$ cat config.mk
export PLATFORM = sky130hd
export DESIGN_NAME = mux_serializer_flat
export DESIGN_NICKNAME = d
export VERILOG_FILES = /design/src/rtl/mux_pkg.sv /design/src/rtl/mux_serializer_if.sv /design/src/rtl/mux_serializer_mux.sv /design/src/rtl/mux_serializer.sv /design/src/flat_wrapper.sv
export SDC_FILE = /design/constraint.sdc
export NUM_CORES = 1
export LEC_CHECK = 0
export ABC_AREA = 1
export BUFFER_PORTS_ARGS = -buffer_cell sky130_fd_sc_hd__buf_2
export CAP_MARGIN = 30
export CORE_MARGIN = 2
export CORE_UTILIZATION = 48
export DETAILED_ROUTE_END_ITERATION = 6
export GPL_TIMING_DRIVEN = 0
export PLACE_DENSITY = 0.75
export SYNTH_ARGS = -nofsm -noshare
export SYNTH_HDL_FRONTEND = slang
export SYNTH_SLANG_ARGS = --single-unit
$ cat constraint.sdc
create_clock -name clk -period 1.6 [get_ports clk]
set_input_delay 0.08 -clock clk [delete_from_list [all_inputs] [get_ports clk]]
set_output_delay 0.08 -clock clk [all_outputs]
set_load 0.1 [all_outputs]
$ cat src/rtl/mux_pkg.sv
// Shared types and helpers for the mux serializer: FSM state encoding and
// select start/end positions for either bit order.
package mux_pkg;

  localparam int MUX_WIDTH = 8;
  localparam int MUX_SELW  = 3;

  typedef enum logic {
    IDLE  = 1'b0,
    SHIFT = 1'b1
  } state_t;

  function automatic int unsigned sel_start(bit msb_first, int unsigned width);
    return msb_first ? width - 1 : 0;
  endfunction

  function automatic int unsigned sel_end(bit msb_first, int unsigned width);
    return msb_first ? 0 : width - 1;
  endfunction

endpackage

$ cat src/rtl/mux_serializer_if.sv
// Load-side and serial-side handshake bundle for the mux serializer.
// slave = the serializer, master = the agent feeding and draining it.
interface mux_serializer_if #(
  parameter int WIDTH = 8,
  parameter int SELW  = $clog2(WIDTH)
);
  logic             load_valid;
  logic             load_ready;
  logic [WIDTH-1:0] load_data;
  logic             ser_valid;
  logic             ser_ready;
  logic             ser_data;
  logic             ser_last;
  logic [SELW-1:0]  sel;
  logic             busy;

  modport slave (
    input  load_valid, load_data, ser_ready,
    output load_ready, ser_valid, ser_data, ser_last, sel, busy
  );

  modport master (
    output load_valid, load_data, ser_ready,
    input  load_ready, ser_valid, ser_data, ser_last, sel, busy
  );
endinterface

$ cat src/rtl/mux_serializer_mux.sv
// Combinational m:1 bit-select mux with an n-bit select.
module mux_serializer_mux #(
  parameter int n = 3,
  parameter int m = 8
) (
  input  logic [m-1:0] data,
  input  logic [n-1:0] sel,
  output logic         out
);
  assign out = data[sel];
endmodule

$ cat src/rtl/mux_serializer.sv
// Parallel-to-serial front end: holds one word and walks the bit-select mux
// across it, one bit per accepted serial beat, with zero-bubble reload.
module mux_serializer
  import mux_pkg::*;
#(
  parameter int WIDTH     = MUX_WIDTH,
  parameter int SELW      = $clog2(WIDTH),
  parameter bit MSB_FIRST = 1'b0
) (
  input logic              clk,
  input logic              rst,
  mux_serializer_if.slave  bus
);

  localparam logic [SELW-1:0] START = SELW'(sel_start(MSB_FIRST, WIDTH));
  localparam logic [SELW-1:0] END   = SELW'(sel_end(MSB_FIRST, WIDTH));

  state_t           state, state_nxt;
  logic [WIDTH-1:0] hold_reg, hold_nxt;
  logic [SELW-1:0]  sel_q, sel_nxt;
  logic             mux_out;
  logic             at_end;
  logic             load_ready, ser_valid, ser_last, busy;

  assign at_end = (sel_q == END);

  // NOTE: non-blocking assignments keep every register updating from the
  // same pre-edge values, so the order of statements here cannot matter.
  always_ff @(posedge clk or posedge rst) begin
    if (rst) begin
      state    <= IDLE;
      hold_reg <= '0;
      sel_q    <= '0;
    end else begin
      state    <= state_nxt;
      hold_reg <= hold_nxt;
      sel_q    <= sel_nxt;
    end
  end

  // NOTE: every output of this block is defaulted first, so no path leaves
  // a signal unassigned and no latch is inferred.
  always_comb begin
    state_nxt  = state;
    hold_nxt   = hold_reg;
    sel_nxt    = sel_q;
    load_ready = 1'b0;
    ser_valid  = 1'b0;
    ser_last   = 1'b0;
    busy       = 1'b0;
    unique case (state)
      IDLE: begin
        load_ready = 1'b1;
        if (bus.load_valid) begin
          hold_nxt  = bus.load_data;
          sel_nxt   = START;
          state_nxt = SHIFT;
        end
      end
      SHIFT: begin
        ser_valid = 1'b1;
        busy      = 1'b1;
        ser_last  = at_end;
        if (bus.ser_ready) begin
          if (!at_end) begin
            sel_nxt = MSB_FIRST ? sel_q - SELW'(1) : sel_q + SELW'(1);
          end else begin
            // Final bit leaves this cycle: take the next word with no bubble.
            load_ready = 1'b1;
            if (bus.load_valid) begin
              hold_nxt = bus.load_data;
              sel_nxt  = START;
            end else begin
              sel_nxt   = '0;
              state_nxt = IDLE;
            end
          end
        end
      end
      default: state_nxt = IDLE;
    endcase
  end

  mux_serializer_mux #(
    .n (SELW),
    .m (WIDTH)
  ) u_mux (
    .data (hold_reg),
    .sel  (sel_q),
    .out  (mux_out)
  );

  assign bus.load_ready = load_ready;
  assign bus.ser_valid  = ser_valid;
  assign bus.ser_data   = ser_valid & mux_out;
  assign bus.ser_last   = ser_last;
  assign bus.sel        = sel_q;
  assign bus.busy       = busy;

endmodule
$ cat src/flat_wrapper.sv
// flat-port wrapper written by rule: the top's interface ports become plain ports
module mux_serializer_flat import mux_pkg::*;
#(
  parameter int WIDTH     = MUX_WIDTH,
  parameter int SELW      = $clog2(WIDTH),
  parameter bit MSB_FIRST = 1'b0
)
  (clk, rst, bus_load_valid, bus_load_data, bus_ser_ready, bus_load_ready, bus_ser_valid, bus_ser_data, bus_ser_last, bus_sel, bus_busy);
  mux_serializer_if #(.WIDTH(WIDTH), .SELW(SELW)) bus_i ();
  input logic clk;
  input logic rst;
  input wire logic [$bits(bus_i.load_valid)-1:0] bus_load_valid;
  input wire logic [$bits(bus_i.load_data)-1:0] bus_load_data;
  input wire logic [$bits(bus_i.ser_ready)-1:0] bus_ser_ready;
  output wire logic [$bits(bus_i.load_ready)-1:0] bus_load_ready;
  output wire logic [$bits(bus_i.ser_valid)-1:0] bus_ser_valid;
  output wire logic [$bits(bus_i.ser_data)-1:0] bus_ser_data;
  output wire logic [$bits(bus_i.ser_last)-1:0] bus_ser_last;
  output wire logic [$bits(bus_i.sel)-1:0] bus_sel;
  output wire logic [$bits(bus_i.busy)-1:0] bus_busy;
  assign bus_i.load_valid = bus_load_valid;
  assign bus_i.load_data = bus_load_data;
  assign bus_i.ser_ready = bus_ser_ready;
  assign bus_load_ready = bus_i.load_ready;
  assign bus_ser_valid = bus_i.ser_valid;
  assign bus_ser_data = bus_i.ser_data;
  assign bus_ser_last = bus_i.ser_last;
  assign bus_sel = bus_i.sel;
  assign bus_busy = bus_i.busy;
  mux_serializer #(.WIDTH(WIDTH), .SELW(SELW), .MSB_FIRST(MSB_FIRST)) u_core (.clk(clk), .rst(rst), .bus(bus_i));
endmodule
==> results of run 1 <==
-- through the flow --
stage                     utilization [%]  hold slack, ps  area (sq um)
after floorplan                         -           -55.4           711
after global placement               63.4            95.2           825
after detailed placement             63.4             111           825
after CTS                            68.8            38.6           895
after global routing                 74.4            39.0           968
final                                74.4            37.0           968
-- final cells by class --
cell class | instances | area, sq um | share of cell area (%)
inverters | 14 | 58.8 | 6.07
flip-flops and latches | 12 | 310 | 32.0
repair buffers | 24 | 189 | 19.5
well taps | 15 | 18.8 | 1.94
plain buffers | 3 | 35.0 | 3.62
clock buffers | 4 | 26.3 | 2.71
multi-input cells | 51 | 330 | 34.1
-- metal layers --
| layer | GRT usage (%) | vias up |
|---|---|---|
| met3 | 7.98 | 4 |
| li1 | - | 305 |
| met1 | 21.7 | 270 |
| met5 | 0 | - |
| met2 | 31.3 | 16 |
| met4 | 9.68 | 0 |
-- repair_timing --
item	in CTS	in global routing
gates cloned	0	1
endpoints found under the setup margin	3	5
pin swaps	2	4
hold buffers	1	0
hold endpoints to repair	12	0
resized for setup	8	8
setup buffers	1	2
-- critical path, cell delays in order (launching register included) --
cell and delay, ps:
dfrtp_4 540, ha_4 190, ha_4 150, nand2_2 70
clkinvlp_4 90, buf_12 170
-- cells in the final DEF (no fill, tap or decap), types with 2 or more instances in the layout --
| cell type | instances |
|---|---|
| buf_2 | 16 |
| nand2_1 | 14 |
| inv_1 | 11 |
| a21oi_2 | 8 |
| dfrtp_1 | 8 |
| nand3_1 | 7 |
| nor2_1 | 6 |
| buf_4 | 5 |
| nand2_2 | 3 |
| buf_12 | 3 |
| nor2_2 | 3 |
| o21ai_0 | 3 |
| clkbuf_4 | 3 |
| ha_4 | 2 |
| dfrtp_4 | 2 |
| dfrtp_2 | 2 |
-- path summary, 6_finish.rpt --
check	endpoint	startpoint	slack, ps	depth (start not counted)
min in group asynchronous	u_core.hold_reg[0]$_DFFE_PP0P_	rst	340	3
setup reg to reg	u_core.hold_reg[3]$_DFFE_PP0P_	u_core.bus.sel[0]$_DFFE_PP0P_	90	7
setup / recovery	bus_ser_last	u_core.bus.sel[0]$_DFFE_PP0P_	40	5
max in group asynchronous	u_core.bus.sel[0]$_DFFE_PP0P_	rst	910	3
hold reg to reg	u_core.hold_reg[6]$_DFFE_PP0P_	u_core.hold_reg[6]$_DFFE_PP0P_	520	2
hold / removal	u_core.hold_reg[0]$_DFFE_PP0P_	bus_load_data[0]	40	3
-- logic make-up (layout without fill, tap and decap cells) --
| logic type | after synthesis | in the layout | synth area share, % |
|---|---|---|---|
| buf+inv | 17 | 45 | 11.8 |
| flops | 12 | 12 | 44.9 |
| fa+ha+maj | 3 | 3 | 5.61 |
| simple gates | 35 | 35 | 23.2 |
| compound gates | 13 | 13 | 14.6 |
-- report_power, final --
part	switching, mW	total, mW	internal (mW)
Sequential	0.116	0.570	0.454
Clock	0.102	0.199	0.0967
Combinational	0.992	1.46	0.471
==> summary.txt, run 1 <==
STA
  • Fmax: roughly 640 MHz
  • RSZ-0062 raised after global routing: yes
  • Total Neg Setup Slack: 0 ps
  • Fin worst setup slack: 38.2 ps
  • Slew headroom: 67.7%
  • Layout Skew: 6.80 ps
  • Crit path time final: ~1600 ps
  • Final Hold Vio Count: 0
  • Worst-Margin Slew: 488 ps
  • Pins over their slew limit: 0
  • # setup viols final: 0
  • Tcrit/Tclk final: between 90% and 100%

Global routing
  • Vias in the first global route: just under 500
  • Initial antenna violation count: 0
  • Largest net degree at the start of global routing: 13
  • Grt total ovfl: 0
  • GRT Util Overall: between 10% and 20%
  • Global-route wire length before repair: a little over 2000 microns

CTS
  • CTS root buf: clkbuf_4
  • TritonCTS clock tree: done
  • H-Tree Depth: 1
  • Cts bufs inserted: 3
  • CTS sink cnt: 12
  • Clock buffer depth: 2
  • Clk_lat worst skew: 280 ps
  • Reg clk slew, reported paths: 80 ps

Floorplan
  • Initial Utilization: about 50%
  • Chip Height: 41.3 microns
  • Ports: 20
  • Die area: approximately 1700 sq um
  • Cell row count: 13
  • Die W: 41.3 microns
  • Core Region: about 1300 sq um

Synth
  • Mapped Nets: 95
  • Yosys warning count: 0
  • Post-Syn Area: 669 sq um
  • Mean post-synth cell area: between 8 and 9 sq um
  • Sequential-to-total area share from yosys stat: 44.9%
  • Synth Register Bits: 12
  • Area share of the largest cell type after synthesis: 44.9%
  • Top cells by instance count after synthesis: nand2_1 (16), inv_1 (14), dfrtp_1 (12), a21oi_2 (8), nor2_1 (8)
  • Top-count cell post-synth: nand2_1
  • Main synth FF type: dfrtp_1
  • Yosys cell types: 15
  • Post-synth top area cell: dfrtp_1
  • Area contributors post-synth: dfrtp_1 (45%), a21oi_2 (10%), nand2_1 (9.0%)
  • Post-synth ARST share: 100%
  • Post-Synthesis Cells: 80
  • Number of synthesized flops with an enable pin: 0

Routing
  • Final WL: ~1400 microns
  • Met1 Routed Length: 637 microns
  • Met2 wire len: 672 microns
  • Antenna Nets Post-Route: 0
  • Via count: 595
  • DR iter-0 viols: 8
  • DRC: 0
  • Vias/cell: between 4 and 5
  • Drt pass-1 iters: 4
  • Wire per inst: 11.3 microns
  • Highest routed layer: met4
  • Metal3 WL: between 60 and 70 microns

Finish
  • Finished Layout Cells: 123
  • Ratio of cells with drive above 1 in the final layout: 50.0%
  • Fillers: 104
  • Max reg flops: 8
  • Area delta synth->final: 44.7%
  • Nets: 124
  • Diode count: 0

Critical path
  • Startpoint type of the worst setup path: flip-flop
  • Worst setup path class: flip-flop to output port
  • Crit Path Max Fanout: 7
  • Crit end category: output port
  • Crit path DAT: 1480 ps
  • Worst Path Required: roughly 1500 ps

Place
  • PortBufs: 19
  • Placed Cells: 114
  • Place WS: 78.2 ps
  • Routability congestion estimate: 0.825
  • HPWL Detailed: 957 microns

Flow run
  • Max-cap violations: 0

Worst hold path
  • Hold Crit Class: input pin to flip-flop

Power and ir drop
  • Leakage: 0.496 nW
  • Pwr/cell area: 2310 nW/um^2
  • Total power: 2.23 mW
  • Worst VDD drop: 0.00137 V

Outcome
  • Outcome: finished clean
Power figures use the tool's default switching activity.
==> inputs of run 2 (changes only) <==
==> constraint.sdc (replaced) <==
create_clock -name clk -period 1.6 [get_ports clk]
set_input_delay 0.24 -clock clk [delete_from_list [all_inputs] [get_ports clk]]
set_output_delay 0.24 -clock clk [all_outputs]
set_load 0.1 [all_outputs]
==> summary.txt, run 2 (same netlist as run 1, synthesis figures left out) <==
Critical path
  • Crit end category: output port
  • Crit path max-delay family: flip-flops
  • Worst Path Required: 1360 ps (-160 ps)
  • Worst setup path class: flip-flop to output port
  • Startpoint type of the worst setup path: flip-flop
  • Crit Path Max Fanout: 7 (unchanged)
  • Crit path DAT: 1510 ps (+30 ps)
  • CP most frequent cell: ha_4
  • Crit-path slowest cell: dfrtp_4
  • Worst path bufs/invs: 2 (unchanged)
  • Worst path cell trace: ha_4, ha_4, nand2_4, clkinvlp_4, buf_12
  • CP max stage delay: 550 ps (about the same)

Routing
  • Vias/cell: 5.02 (+3.9%)
  • Drt pass-1 iters: 4 (unchanged)
  • Via count: 613 (+3.0%)
  • Antenna Nets Post-Route: 0 (unchanged)
  • Final WL: 1590 microns (+14%)
  • Wire per inst: 13.0 microns (+15%)
  • DR iter-0 viols: 6 (-2)
  • DRC: 0 (unchanged)

Finish
  • Nets: 123 (-0.81%)
  • Ratio of cells with drive above 1 in the final layout: 56.1% (+6.1 points)
  • Finished Layout Cells: 122 (-0.81%)
  • Commonest cells after routing, fill and taps aside: buf_2 (16), inv_1 (11), nand2_1 (10)
  • Commonest non-fill, non-tap cell in the layout: buf_2
  • Fillers: 94 (-9.6%)
  • Max reg flops: 8 (unchanged)
  • Diode count: 0 (unchanged)
  • Area delta synth->final: 50.5%

Place
  • HPWL Detailed: 1040 microns (+8.5%)
  • Place WS: -17.4 ps (-95.5 ps)
  • Routability congestion estimate: 0.801 (-2.9%)
  • Placed Cells: 114 (unchanged)
  • PortBufs: 19 (unchanged)

STA
  • # setup viols final: 3 (+3)
  • Slew headroom: 67.3% (-0.42 points)
  • Layout Skew: 4.36 ps (-2.43 ps)
  • RSZ-0062 raised after global routing: yes
  • Crit path time final: 1750 ps (+188 ps)
  • Worst-Margin Slew: 494 ps (+6.36 ps)
  • Tcrit/Tclk final: 109% (+12 points)
  • Final Hold Vio Count: 0 (unchanged)
  • Fmax: 571 MHz (-11%)
  • Fin worst setup slack: -150 ps (-188 ps)
  • Pins over their slew limit: 0 (unchanged)

CTS
  • Clock buffer depth: 2 (unchanged)
  • CTS root buf: clkbuf_4
  • Reg clk slew, reported paths: 80 ps (about the same)
  • Clk_lat worst skew: 280 ps (about the same)
  • H-Tree Depth: 1 (unchanged)
  • Cts bufs inserted: 3 (unchanged)
  • CTS sink cnt: 12 (unchanged)
  • TritonCTS clock tree: done

Floorplan
  • Ports: 20 (unchanged)
  • Chip Height: 41.3 microns (unchanged)
  • Cell row count: 13 (unchanged)
  • Initial Utilization: 51.4% (unchanged)
  • Die W: 41.3 microns (unchanged)
  • Core Region: 1300 sq um (unchanged)
  • Die area: 1710 sq um (unchanged)

Outcome
  • Outcome: finished, violations left
  • Failing checks: setup timing

Global routing
  • Initial antenna violation count: 0 (unchanged)
  • Global-route wire length before repair: 2190 microns (+8.2%)
  • Largest net degree at the start of global routing: 13 (unchanged)
  • GRT Util Overall: 20.5% (+1.2 points)
  • Grt total ovfl: 0 (unchanged)
  • Vias in the first global route: 557 (+13%)

Flow run
  • Max-cap violations: 0 (unchanged)

Power and ir drop
  • Leakage: 0.507 nW (+2.4%)
  • Worst VDD drop: 0.00152 V (+10%)
  • Total power: 2.36 mW (+5.7%)
  • Pwr/cell area: 2340 nW/um^2 (+1.6%)

Worst hold path
  • Hold Crit Class: input pin to flip-flop
## run 2: cell count changes in the layout (fill, tap and decap cells not counted), moves of 2 or more
| cell | change |
|---|---|
| nand2_2 | +3 |
| nand3_1 | -2 |
| nand2_1 | -4 |
| nand3_2 | +2 |
## run 2: area by class of cell
type	instances	area (sq um)	area share, %
Sequential cell	12	313	31.1
Multi-Input combinational cell	51	355	35.3
Clock buffer	4	36.3	3.60
Tap cell	15	18.8	1.86
Buffer	3	35.0	3.48
Inverter	14	58.8	5.84
Timing Repair Buffer	23	190	18.9
## run 2: worst reg2reg max path: cells and delay by family, from the launching register on
family | cells | cell delay (ps)
compound gates | 1 | 90
fa+ha+maj | 2 | 390
buf+inv | 1 | 130
flops | 1 | 550
simple gates | 4 | 310
## run 2: path summary, 6_finish.rpt
| kind | cells after the start | start | to | slack (ps) |
|---|---|---|---|---|
| max reg2reg | 8 | u_core.bus.sel[0]$_DFFE_PP0P_ | u_core.hold_reg[6]$_DFFE_PP0P_ | 60 |
| min in group asynchronous | 3 | rst | u_core.hold_reg[1]$_DFFE_PP0P_ | 500 |
| max in group asynchronous | 3 | rst | u_core.bus.sel[1]$_DFFE_PP0P_ | 750 |
| min | 3 | bus_load_data[1] | u_core.hold_reg[1]$_DFFE_PP0P_ | 190 |
| max | 5 | u_core.bus.sel[0]$_DFFE_PP0P_ | bus_ser_last | -150 |
| min reg2reg | 2 | u_core.hold_reg[0]$_DFFE_PP0P_ | u_core.hold_reg[0]$_DFFE_PP0P_ | 520 |
## run 2: power breakdown
part | switching (mW) | internal (mW)
clock network | 0.115 | 0.139
logic | 1.03 | 0.502
registers | 0.122 | 0.455
total | 1.26 | 1.10
## run 2: routing by layer
layer	up-vias	track usage (%)	wire length, microns	part of all wire (%)
li1	301	-	-	-
met1	291	23.0	695	44
met2	15	36.3	804	51
met3	6	4.79	54	3.4
met4	0	9.68	30	1.9
met5	-	0	0	0
## run 2: metrics by stage
stage	hold WS, ps	util (%)	TNS (ps)	area, sq um
floorplan	105	-	-294	729
global placement	261	64.8	-3.58	843
detailed placement	269	64.8	-17.4	843
CTS	199	72.4	-365	942
global route	204	77.4	-526	1010
finish	190	77.4	-388	1010
## run 2: repair_timing
action                                  4_1_cts  5_1_grt
pin swaps                                     1        3
setup buffers                                 1        1
cloned                                        0        1
endpoints found under the hold margin        12        0
hold buffers                                  1        0
gates resized for setup                      13        9
endpoints found under the setup margin        3        8
